`src/rtl/riscv_imem_loader.sv`:
```
// Boot loader: assembles little-endian bytes into 32-bit words and writes them to IMEM from address 0.
// Latency: IMEM write 1 cycle after the 4th byte handshake; core released RELEASE_CYCLES after the last write.
// Backpressure: o_byte_ready is registered and high only in RECV; bytes offered at other times wait at the source.
module riscv_imem_loader #(
   parameter int XLEN           = 32,
   parameter int IMEM_ADDR_BIT  = 10,
   parameter int RELEASE_CYCLES = 4
) (
   input  logic                     i_clk,
   input  logic                     i_rst,
   input  logic                     i_start,
   input  logic [IMEM_ADDR_BIT-2:0] i_word_count,
   input  logic                     i_byte_valid,
   input  logic [7:0]               i_byte_data,
   output logic                     o_byte_ready,
   output logic                     o_imem_wr_en,
   output logic [XLEN-1:0]          o_imem_addr,
   output logic [XLEN-1:0]          o_imem_wr_data,
   output logic                     o_core_rstn,
   output logic                     o_busy,
   output logic                     o_done,
   output logic                     o_err,
   output logic [XLEN-1:0]          o_checksum
);

   localparam int CW  = IMEM_ADDR_BIT - 1;
   localparam int CAP = 2 ** (IMEM_ADDR_BIT - 2);

   typedef enum logic [1:0] {IDLE, RECV, WRITE, RELEASE} state_t;

   state_t                   state, state_next;
   logic [CW-1:0]            cnt;
   logic [CW-1:0]            words;
   logic [1:0]               byte_idx;
   logic [XLEN-1:0]          buffer;
   logic [IMEM_ADDR_BIT-1:0] addr;
   logic [XLEN-1:0]          checksum;
   logic [7:0]               rel_cnt;
   logic                     core_rstn_q;
   logic                     err;
   logic                     ready;
   logic                     wr_en;
   logic                     done;
   logic                     accept;
   logic                     last_rel;
   logic                     too_big;

   assign accept   = i_byte_valid && ready;
   assign last_rel = (rel_cnt == 8'(RELEASE_CYCLES - 1));
   assign too_big  = (i_word_count > CW'(CAP));

   // State register
   always_ff @(posedge i_clk) begin
      if (i_rst) state <= IDLE;
      else       state <= state_next;
   end

   // Next-state decode plus the strobes that are pure functions of state
   always_comb begin
      state_next = state;
      wr_en      = 1'b0;
      done       = 1'b0;
      case (state)
         IDLE: begin
            if (i_start && !too_big) begin
               if (i_word_count == '0) state_next = RELEASE;
               else                    state_next = RECV;
            end
         end
         RECV: begin
            if (accept && byte_idx == 2'd3) state_next = WRITE;
         end
         WRITE: begin
            wr_en = 1'b1;
            if (CW'(words + CW'(1)) == cnt) state_next = RELEASE;
            else                            state_next = RECV;
         end
         RELEASE: begin
            if (last_rel) begin
               done       = 1'b1;
               state_next = IDLE;
            end
         end
         default: state_next = IDLE;
      endcase
   end

   // Datapath: byte assembly, address/checksum/word counters, release timer, sticky flags
   always_ff @(posedge i_clk) begin
      if (i_rst) begin
         cnt         <= '0;
         words       <= '0;
         byte_idx    <= '0;
         buffer      <= '0;
         addr        <= '0;
         checksum    <= '0;
         rel_cnt     <= '0;
         core_rstn_q <= 1'b0;
         err         <= 1'b0;
         ready       <= 1'b0;
      end else begin
         // Ready follows the upcoming state so it is a flop, never a path from i_byte_valid
         ready <= (state_next == RECV);
         case (state)
            IDLE: begin
               if (i_start) begin
                  cnt      <= i_word_count;
                  words    <= '0;
                  byte_idx <= '0;
                  buffer   <= '0;
                  addr     <= '0;
                  checksum <= '0;
                  rel_cnt  <= '0;
                  if (too_big) begin
                     err <= 1'b1;
                  end else begin
                     core_rstn_q <= 1'b0;
                     if (i_word_count != '0) err <= 1'b0;
                  end
               end
            end
            RECV: begin
               if (accept) begin
                  buffer[{byte_idx, 3'b000} +: 8] <= i_byte_data;
                  byte_idx                        <= byte_idx + 2'd1;
               end
            end
            WRITE: begin
               addr     <= addr + IMEM_ADDR_BIT'(4);
               checksum <= checksum + buffer;
               words    <= words + CW'(1);
               rel_cnt  <= '0;
            end
            RELEASE: begin
               rel_cnt <= rel_cnt + 8'd1;
               // Keep the core running once released, until the next accepted start
               if (last_rel) core_rstn_q <= 1'b1;
            end
            default: ;
         endcase
      end
   end

   assign o_byte_ready   = ready;
   assign o_imem_wr_en   = wr_en;
   assign o_imem_addr    = {{(XLEN - IMEM_ADDR_BIT){1'b0}}, addr};
   assign o_imem_wr_data = buffer;
   assign o_core_rstn    = core_rstn_q | done;
   assign o_busy         = (state != IDLE);
   assign o_done         = done;
   assign o_err          = err;
   assign o_checksum     = checksum;

endmodule

```
`config.mk`:
```
export PLATFORM = sky130hd
export DESIGN_NAME = riscv_imem_loader
export DESIGN_NICKNAME = d
export VERILOG_FILES = /design/src/rtl/riscv_imem_loader.sv
export SDC_FILE = /design/constraint.sdc
export NUM_CORES = 1
export LEC_CHECK = 0
export ABC_AREA = 1
export CAP_MARGIN = 20
export CORE_ASPECT_RATIO = 1.5
export CORE_UTILIZATION = 49
export DETAILED_ROUTE_END_ITERATION = 10
export PLACE_DENSITY = 0.78
export SLEW_MARGIN = 15
export SYNTH_ARGS = -nofsm -noshare
export SYNTH_HDL_FRONTEND = slang
export SYNTH_SLANG_ARGS = --single-unit
```
`constraint.sdc`:
```
create_clock -name i_clk -period 2.3 [get_ports i_clk]
set_clock_uncertainty 0.2 [all_clocks]
set_input_delay 0.46 -clock i_clk [delete_from_list [all_inputs] [get_ports i_clk]]
set_output_delay 0.46 -clock i_clk [all_outputs]
set_load 0.005 [all_outputs]
```
==> results.md <==
* Crit path buffers/inverters at 3
* Fin crit share at 0.9882
* Pwr/cell area at 463.6 nW/um2
* Worst-path clk slew at 70 ps
* Num CTS Buffers at 9
* Ys flop type: dfxtp_1
* R2R setup slack at 100 ps
* Post-route minimum period at 2273 ps
* Core area at 13990 um2
* Critical path's slowest cell: dfxtp_2
* Mapped Area at 7034 um2
* Hold path start: words[8]
* CTS HTree Levels at 3
* CTS Root Cell: clkbuf_16
* Nets at 1313
* Fraction of layout cells with a size suffix above 1 at 0.09069
* Fillcell total at 1306
* Worst hold path type: reg -> reg
* Yosys top cell area share at 0.2988
* Die width at 99.83 um
* Global-route wire length before repair at 34.10 mm
* Hold Vio Cnt, Final at 0
* YS warnings at 0
* Status: completed
* PortBufs at 98
* Antenna violations before repair at 0
* P&R area growth vs syn at 25.99%
* Max VDD drop at 364.5 uV
* Pre-CTS WS at -8.601 ps
* Post-synth EDFFs at 0
* #FFs+latches synth at 105
* Clk sinks at 105
* Chip height at 148.7 um
* Critical path's top delay family: simple AND/OR/NAND/NOR gates
* Max incr delay on CP at 340 ps
* Final setup viols at 0
* Clock Path Buffers at 2
* Asr flop ratio synth at 0
* Vias in the first global route at 7205
* CP arrival at 1610 ps
* Lkg Pwr at 4.135 nW
* Grt ovf at 0
* Post-DP HPWL at 16.62 mm
* Critical path type: reg -> out
* Critical Path Start Type: flip-flop
* Mapped Cells at 1118
* Avg Cell Area, Syn at 6.292 um2
* Post-synth cell types at 42
* RSZ-0062 raised after global routing: true
* Clk Latency, worst-skew pair at 350 ps
* Max FO, Critical Path at 2
* Post-route ant nets at 0
* CTS tree: done
* Sequential area share after synthesis at 0.2988
* Final Hold Slack at 280.7 ps
* Ant diodes at 0
* Io pins at 123
* Initial core utilization at 0.5027
* Row count at 53
* Final WS setup at 27.20 ps
* Synth area leaders: dfxtp_1 30%, nand2_1 17%, a21oi_1 9.5%
* Util after Layout at 0.6334
* Ordered cell list for the critical path: ha_4 > nand4_1 > nor2_1 > inv_1 > nor2_2 > buf_4 > or2_4 > clkbuf_2
* Drt initial violations at 487
* Routed wire length at 21.27 mm
* Max-cap violations at 0
* Power Total at 4.109 mW
* Sequential share of power at 0.466
* Largest net degree at the start of global routing at 67
* Yosys top cell by area: dfxtp_1
* Worst setup path start: rel_cnt[0]
* Post-DR wirelength/cell at 14.68 um
* Die area at 14850 um2
* DR vias at 7504
* Clock power frac at 0.399
* Register Area at 2107 um2
* RePlAce Congestion at 0.9835
* Setup crit end kind: output port
* Net Sw Power at 1.120 mW
* Sw Share at 0.2726
* Max Freq at 440.0 MHz
* Total GRT Usage at 0.2937
* Multi-input gate area at 4219 um2
* R2R Path Start: o_imem_wr_data[0]
* Crit path required time at 1640 ps
* P_int at 2.989 mW
* Final routed DRC violation total at 0
* Gate power share at 0.135
* Drt via density at 5.179
* Slew Limit Fails at 0
* Drt first pass iters at 5
==> worst paths after layout <==
check / end / depth (start not counted)
max: o_core_rstn / 8
min: words[8] / 2
max reg2reg: o_checksum[28] / 13
min reg2reg: words[8] / 2
==> metal layers <==
| layer | up-vias | track usage | part of all wire | wire (um) |
|---|---|---|---|---|
| li1 | 3830 | - | - | - |
| met1 | 3365 | 0.3284 | 0.39 | 8361 |
| met2 | 234 | 0.5169 | 0.50 | 10670 |
| met3 | 75 | 0.03983 | 0.044 | 929 |
| met4 | 0 | 0.1904 | 0.062 | 1314 |
| met5 | - | 0 | 0 | 0 |
==> worst reg2reg max path: stages, from the launching register on <==
cell and delay [ps]:
dfxtp_1 340, ha_2 220, fa_1 390, nand3_1 100, nand3_2 120, nand2_2 110, nand2_2 90, nand2_1 100
nand2_2 90, nand2_2 80, nand2_1 50, nand2_1 60, nand3_1 60, a21oi_1 120
==> synthesized netlist by cell type, types with 2 or more instances <==
| master | count |
|---|---|
| o211a_1 | 2 |
| inv_1 | 152 |
| buf_2 | 4 |
| nand2_2 | 2 |
| ha_1 | 39 |
| nor3b_1 | 7 |
| buf_1 | 3 |
| a21o_1 | 3 |
| a21oi_1 | 133 |
| nand4_1 | 15 |
| a211oi_1 | 4 |
| buf_4 | 25 |
| nor2_1 | 105 |
| nor2_2 | 3 |
| clkbuf_1 | 15 |
| a221oi_1 | 3 |
| inv_2 | 5 |
| nand2_1 | 323 |
| nor3_1 | 11 |
| nand3b_1 | 12 |
| o21ai_0 | 58 |
| o21ai_4 | 2 |
| o21bai_1 | 4 |
| nand3_1 | 64 |
| dfxtp_1 | 105 |
| o21a_1 | 2 |
| nor2_4 | 2 |
==> cell type report <==
| cell class | instances | area share |
|---|---|---|
| multi-input cells | 830 | 0.4761 |
| flip-flops and latches | 105 | 0.2378 |
| repair buffers | 149 | 0.1573 |
| inverters | 157 | 0.06650 |
| well taps | 192 | 0.02711 |
| clock buffers | 10 | 0.02697 |
| clock inverters | 6 | 0.008330 |
==> power groups by stage <==
stage | clock (mW) | sequential (mW) | combinational (mW)
finish | 1.64 | 1.92 | 0.554
global route | 1.73 | 1.92 | 0.609
CTS | 1.65 | 1.91 | 0.550
detailed placement | 0 | 1.96 | 0.545
global placement | 0 | 1.96 | 0.537
floorplan | 0 | 1.95 | 0.328
==> metrics by stage <==
step           std cells  setup TNS [ps]  cell area (um2)
4_1_cts             1449          -46.82             8802
2_1_floorplan       1141               0             7121
5_1_grt             1449          -50.93             8862
6_report            1449               0             8862
3_5_place_dp        1430          -8.601             8448
3_3_place_gp        1430               0             8448
==> kinds of logic after synthesis <==
logic type,count (synthesis),share of synthesized area
adders and majority gates,40,0.07222
buffers and inverters,206,0.1252
and+or+nand+nor,550,0.3342
DFF,105,0.2988
AOI/OAI and AO/OA,215,0.1677
xor gates and xnor gates,1,0.001245
other,1,0.0005331
==> timing repair <==
action	4_1_cts	5_1_grt
setup endpoints to repair	5	21
hold endpoints to repair	0	0
setup buffers	3	0
pin swaps	3	3
gates resized for setup	10	21
hold buffers	0	0
==> registers in the layout (all words and copies together) (netlist names) <==
register and count:
addr 8, byte_idx 2, cnt 9, core_rstn_q 1, o_byte_ready 1, o_checksum 32, o_err 1, o_imem_wr_data 32
rel_cnt 8, state 2, words 9
==> placed cells by master, fill, tap and decap left out, types with 4 or more instances in the layout <==
| cell type | count |
|---|---|
| conb_1 | 24 |
| a21oi_2 | 4 |
| nand3b_1 | 12 |
| nor2_1 | 104 |
| o21ai_0 | 58 |
| clkdlybuf4s50_1 | 95 |
| nand2_1 | 313 |
| a21oi_1 | 130 |
| nor3b_1 | 7 |
| ha_1 | 37 |
| a211oi_1 | 4 |
| dfxtp_1 | 101 |
| nor3_1 | 9 |
| inv_1 | 152 |
| inv_2 | 5 |
| nand2_2 | 11 |
| o21bai_1 | 4 |
| nand3_1 | 63 |
| clkbuf_16 | 9 |
| nand4_1 | 15 |
| buf_4 | 47 |
| dfxtp_2 | 4 |
(Power assumes the default switching activity.)
==> RTL change 1: new RTL, same flow settings <==
The 4 states of `state_t` get a one-hot encoding in 4 bits.
--- a/src/rtl/riscv_imem_loader.sv
+++ b/src/rtl/riscv_imem_loader.sv
@@ -26,7 +26,7 @@
    localparam int CW  = IMEM_ADDR_BIT - 1;
    localparam int CAP = 2 ** (IMEM_ADDR_BIT - 2);
 
-   typedef enum logic [1:0] {IDLE, RECV, WRITE, RELEASE} state_t;
+   typedef enum logic [3:0] {IDLE = 4'b0001, RECV = 4'b0010, WRITE = 4'b0100, RELEASE = 4'b1000} state_t;
 
    state_t                   state, state_next;
    logic [CW-1:0]            cnt;
Function: no difference found for any inputs over 10 cycles, from zero or initial values and one cycle with i_rst high; not proved beyond that.
==> RTL change 1 against the original RTL <==
Sequential cell count up 2. Design area up 2.8%. Global-route usage down 0.26 points. Count of clock-buffer cells in the layout unchanged. Power up 8.7%. Worst setup slack better by 54 ps. Synthesized area up 4.0%. Routed wire length up 2.4%. Clock power up 9.8%. Critical endpoint is now o_imem_wr_en.
==> RTL change 1: results <==
group,metric,value,unit
run_status,outcome,"complete, no violations",
critical_path,crit_fanout,3,
cells_and_area,diodes,0,
critical_path,max_stage_delay,520,ps
grt,grt.total_usage,29.11,%
power,ir_drop,379.7,µV
critical_path,rr_startpoint,"o_checksum[17]$_SDFFE_PP0P_",
cells_and_area,final_nets,1378,
route,via_per_inst,5.140,
critical_path,r2r_slack,90,ps
critical_path,crit_start,"state[1]$_SDFF_PP0_",
yosys,synth_seq_area_share,29.27,%
place,post-dp-hpwl,16.85,mm
hold_path,min_to,"o_err$_SDFFE_PP0P_",
route,dr.pass1.iters,5,
clock_network,cts_buffer_depth,2,
sta,holdWs,275.3,ps
yosys,synthTopCellsByArea,"dfxtp_1 (29%), nand2_1 (18%), inv_1 (9.3%)",
yosys,synthTopCellsByCount,"nand2_1 (350), inv_1 (182), a21oi_1 (130), dfxtp_1 (107), nor2_1 (89)",
place,numPortBuffers,98,
yosys,yosys_warnings,0,
power,p_leak,4.282,nW
critical_path,worst_path_max_delay_cell,"clkdlybuf4s50_1",
sta,worstMarginPinSlew,701.0,ps
critical_path,r2r-end,"o_checksum[28]$_SDFFE_PP0P_",
grt,antenna_found_initial,0,
critical_path,critPathArrivalTime,1560,ps
cells_and_area,fill_cells,1400,
clock_network,path_clk_slew,70,ps
critical_path,ff2ff_path_depth,11,
clock_network,clk-insertion-delay-late,350,ps
hold_path,holdPathStages,2,
power,power_frac_seq,44.3,%
grt,grt_pass1_vias,7255,
hold_path,hp-start,"o_err$_SDFFE_PP0P_",
hold_path,hold_class,"flop to flop",
critical_path,endpoint,"o_imem_wr_en",
power,pg_clk,1.80,mW
clock_network,cts_max_level,3,
place,gp_congestion,0.9791,
yosys,synth_cell_types,41,
route,routedWlPerCell,14.34,µm
clock_network,numCtsBuffers,9,
clock_network,cts-root-buf,"clkbuf_16",
route,drtIter0Drc,425,
yosys,async_flop_share,0,%
grt,grt_max_degree,57,
critical_path,crit_family,"buffers and inverters",
cells_and_area,final_layout_size_suffix_gt1_share,8.548,%
grt,grt_first_pass_wirelength,34.46,mm
power,p_switching,1.197,mW
## RTL change 1: changes by cell type in the layout (fill, tap and decap cells not counted), sizes merged, moves of 5 or more
cell    unedited run  this run
inv              159       189
nor2             111        91
nor3              11        25
buf               52        47
o21ai             60        67
nand3b            12         1
nand2            325       354
nand4             16         9
or2                1         6
nand3             64        88
## RTL change 1: stage by stage
| stage | power, mW | utilization (%) | setup slack (ps) | instances | area (µm²) |
|---|---|---|---|---|---|
| after global placement | 2.686 | 59.27 | -21.83 | 1499 | 8650 |
| after floorplan | 2.416 | - | 130.8 | 1213 | 7403 |
| after CTS | 4.482 | 61.98 | 6.529 | 1516 | 9045 |
| final | 4.468 | 62.43 | 80.81 | 1518 | 9111 |
| after detailed placement | 2.696 | 59.27 | -33.87 | 1499 | 8650 |
| after global routing | 4.621 | 62.43 | -9.183 | 1518 | 9111 |
## RTL change 1: routing by layer
metal  vias to the layer above  share of wire, %  GRT usage [%]
met2                       260                50          53.01
li1                       4006                 -              -
met1                      3479                40          32.19
met3                        57               5.0          3.578
met4                         0               5.1          16.38
met5                         -                 0              0
## RTL change 1: what timing repair did
item                                    4_1_cts  5_1_grt
pin swaps                                     4        3
setup buffers                                 1        2
resized for setup                            17       17
endpoints found under the setup margin        3       16
## RTL change 1: area by class of cell
type                    count  area share [%]
inverters                 190           7.828
clock buffers              10           2.513
repair buffers            143           14.50
multi-input cells         866           47.67
flip-flops and latches    107           23.55
clock inverters             6           1.250
well taps                 196           2.692
## RTL change 1: logic make-up after synthesis
kind of cell               synth area share [%]
DFF                                       29.27
other                                   0.05125
buffers and inverters                     13.89
and+or+nand+nor                           34.52
xor gates and xnor gates                 0.3592
adders and majority gates                 6.943
AOI/OAI and AO/OA                         14.96
==> RTL change 2: new RTL, same flow settings <==
Without the edit above. Change the parameter `XLEN` from 32 to 24.
--- a/src/rtl/riscv_imem_loader.sv
+++ b/src/rtl/riscv_imem_loader.sv
@@ -2,7 +2,7 @@
 // Latency: IMEM write 1 cycle after the 4th byte handshake; core released RELEASE_CYCLES after the last write.
 // Backpressure: o_byte_ready is registered and high only in RECV; bytes offered at other times wait at the source.
 module riscv_imem_loader #(
-   parameter int XLEN           = 32,
+   parameter int XLEN           = 24,
    parameter int IMEM_ADDR_BIT  = 10,
    parameter int RELEASE_CYCLES = 4
 ) (
Interface: changed (resized o_checksum, o_imem_addr and o_imem_wr_data); port bits go from 123 to 99. The function was not compared with the original's and may differ.
==> RTL change 2 against the original RTL <==
Power is 13% lower. Combinational power is 39% lower. Via count is 19% lower. Synthesized area is 20% lower. Die area is 19% lower. Routed wire length is 24% lower. Sequential cell count is 16 lower. Hold slack worse by 8.8 ps. Design area is 18% lower. Utilization is 1.8 points higher. Worst setup slack better by 68 ps. Critical endpoint unchanged.
==> RTL change 2: results <==
group,metric,value,unit
grt,grt_pass1_vias,5674,
power,p_per_area,491.1,mW/mm²
clock_network,cts_repair_resize_count,21,
place,post-dp-hpwl,12.12,mm
hold_path,hold_class,"input port to flop",
place,pre_cts_slack,4.980,ps
yosys,synthTopCellsByArea,"dfxtp_1 (32%), nand2_1 (16%), a21oi_1 (9.2%)",
yosys,synth_cells,880,
cells_and_area,multi_input_area_share,46.19,%
cells_and_area,inv_count,108,
yosys,synth_xor_xnor_area_share,0.1549,%
route,via_per_inst,5.269,
grt,grt.total_usage,27.41,%
yosys,synth_seq_area_share,31.52,%
place,numPortBuffers,82,
grt,grt_first_pass_wirelength,26.23,mm
yosys,synth_cell_types,40,
power,ir_drop,375.8,µV
place,place_inst,1124,
route,routed_wl,16.09,mm
yosys,synthAdderAreaFrac,6.994,%
clock_network,cts_setup_buffers,10,
clock_network,cts_max_level,3,
yosys,avgSynthCellArea,6.424,µm²
critical_path,crit_fanout,3,
critical_path,critPathArrivalTime,1540,ps
route,routedWlPerCell,14.01,µm
yosys,yosys_warnings,0,
run_status,outcome,"complete, no violations",
grt,grt_max_degree,66,
yosys,synthTopCellsByCount,"nand2_1 (246), a21oi_1 (104), inv_1 (104), dfxtp_1 (89), nor2_1 (81)",
place,gp_congestion,1.058,
cells_and_area,buffers_excl_clock,129,
power,p_leak,3.247,nW
cells_and_area,seq_area,0.001784,mm²
yosys,ys_ff_latch,89,
cells_and_area,fill_cells,989,
yosys,synth-compound-area-share,14.30,%
cells_and_area,final_nets,1048,
==> RTL change 2: worst paths after layout <==
path | start | endpoint | slack, ps | depth (start not counted)
min | i_rst | rel_cnt[0]$_SDFFE_PP0P_ | 270 | 4
max reg2reg | rel_cnt[0]$_SDFFE_PP0P_ | core_rstn_q$_SDFFE_PP0P_ | 130 | 14
min reg2reg | cnt[4]$_SDFFE_PP0P_ | cnt[4]$_SDFFE_PP0P_ | 280 | 2
max | rel_cnt[0]$_SDFFE_PP0P_ | o_core_rstn | 100 | 6
==> RTL change 2: metal layers <==
layer  up-vias  wire length, µm  GRT usage [%]  share of wire (%)
met5         -                0              0                  0
met4         0              785          16.21                4.9
met3        57              673          3.139                4.2
met2       204             8512          51.88                 53
met1      2700             6118          28.87                 38
li1       3088                -              -                  -
==> RTL change 2: power breakdown <==
| part | switching, mW | total (mW) | internal (mW) |
|---|---|---|---|
| registers | 0.0221 | 1.59 | 1.57 |
| clock network | 0.638 | 1.62 | 0.986 |
| logic | 0.209 | 0.340 | 0.131 |
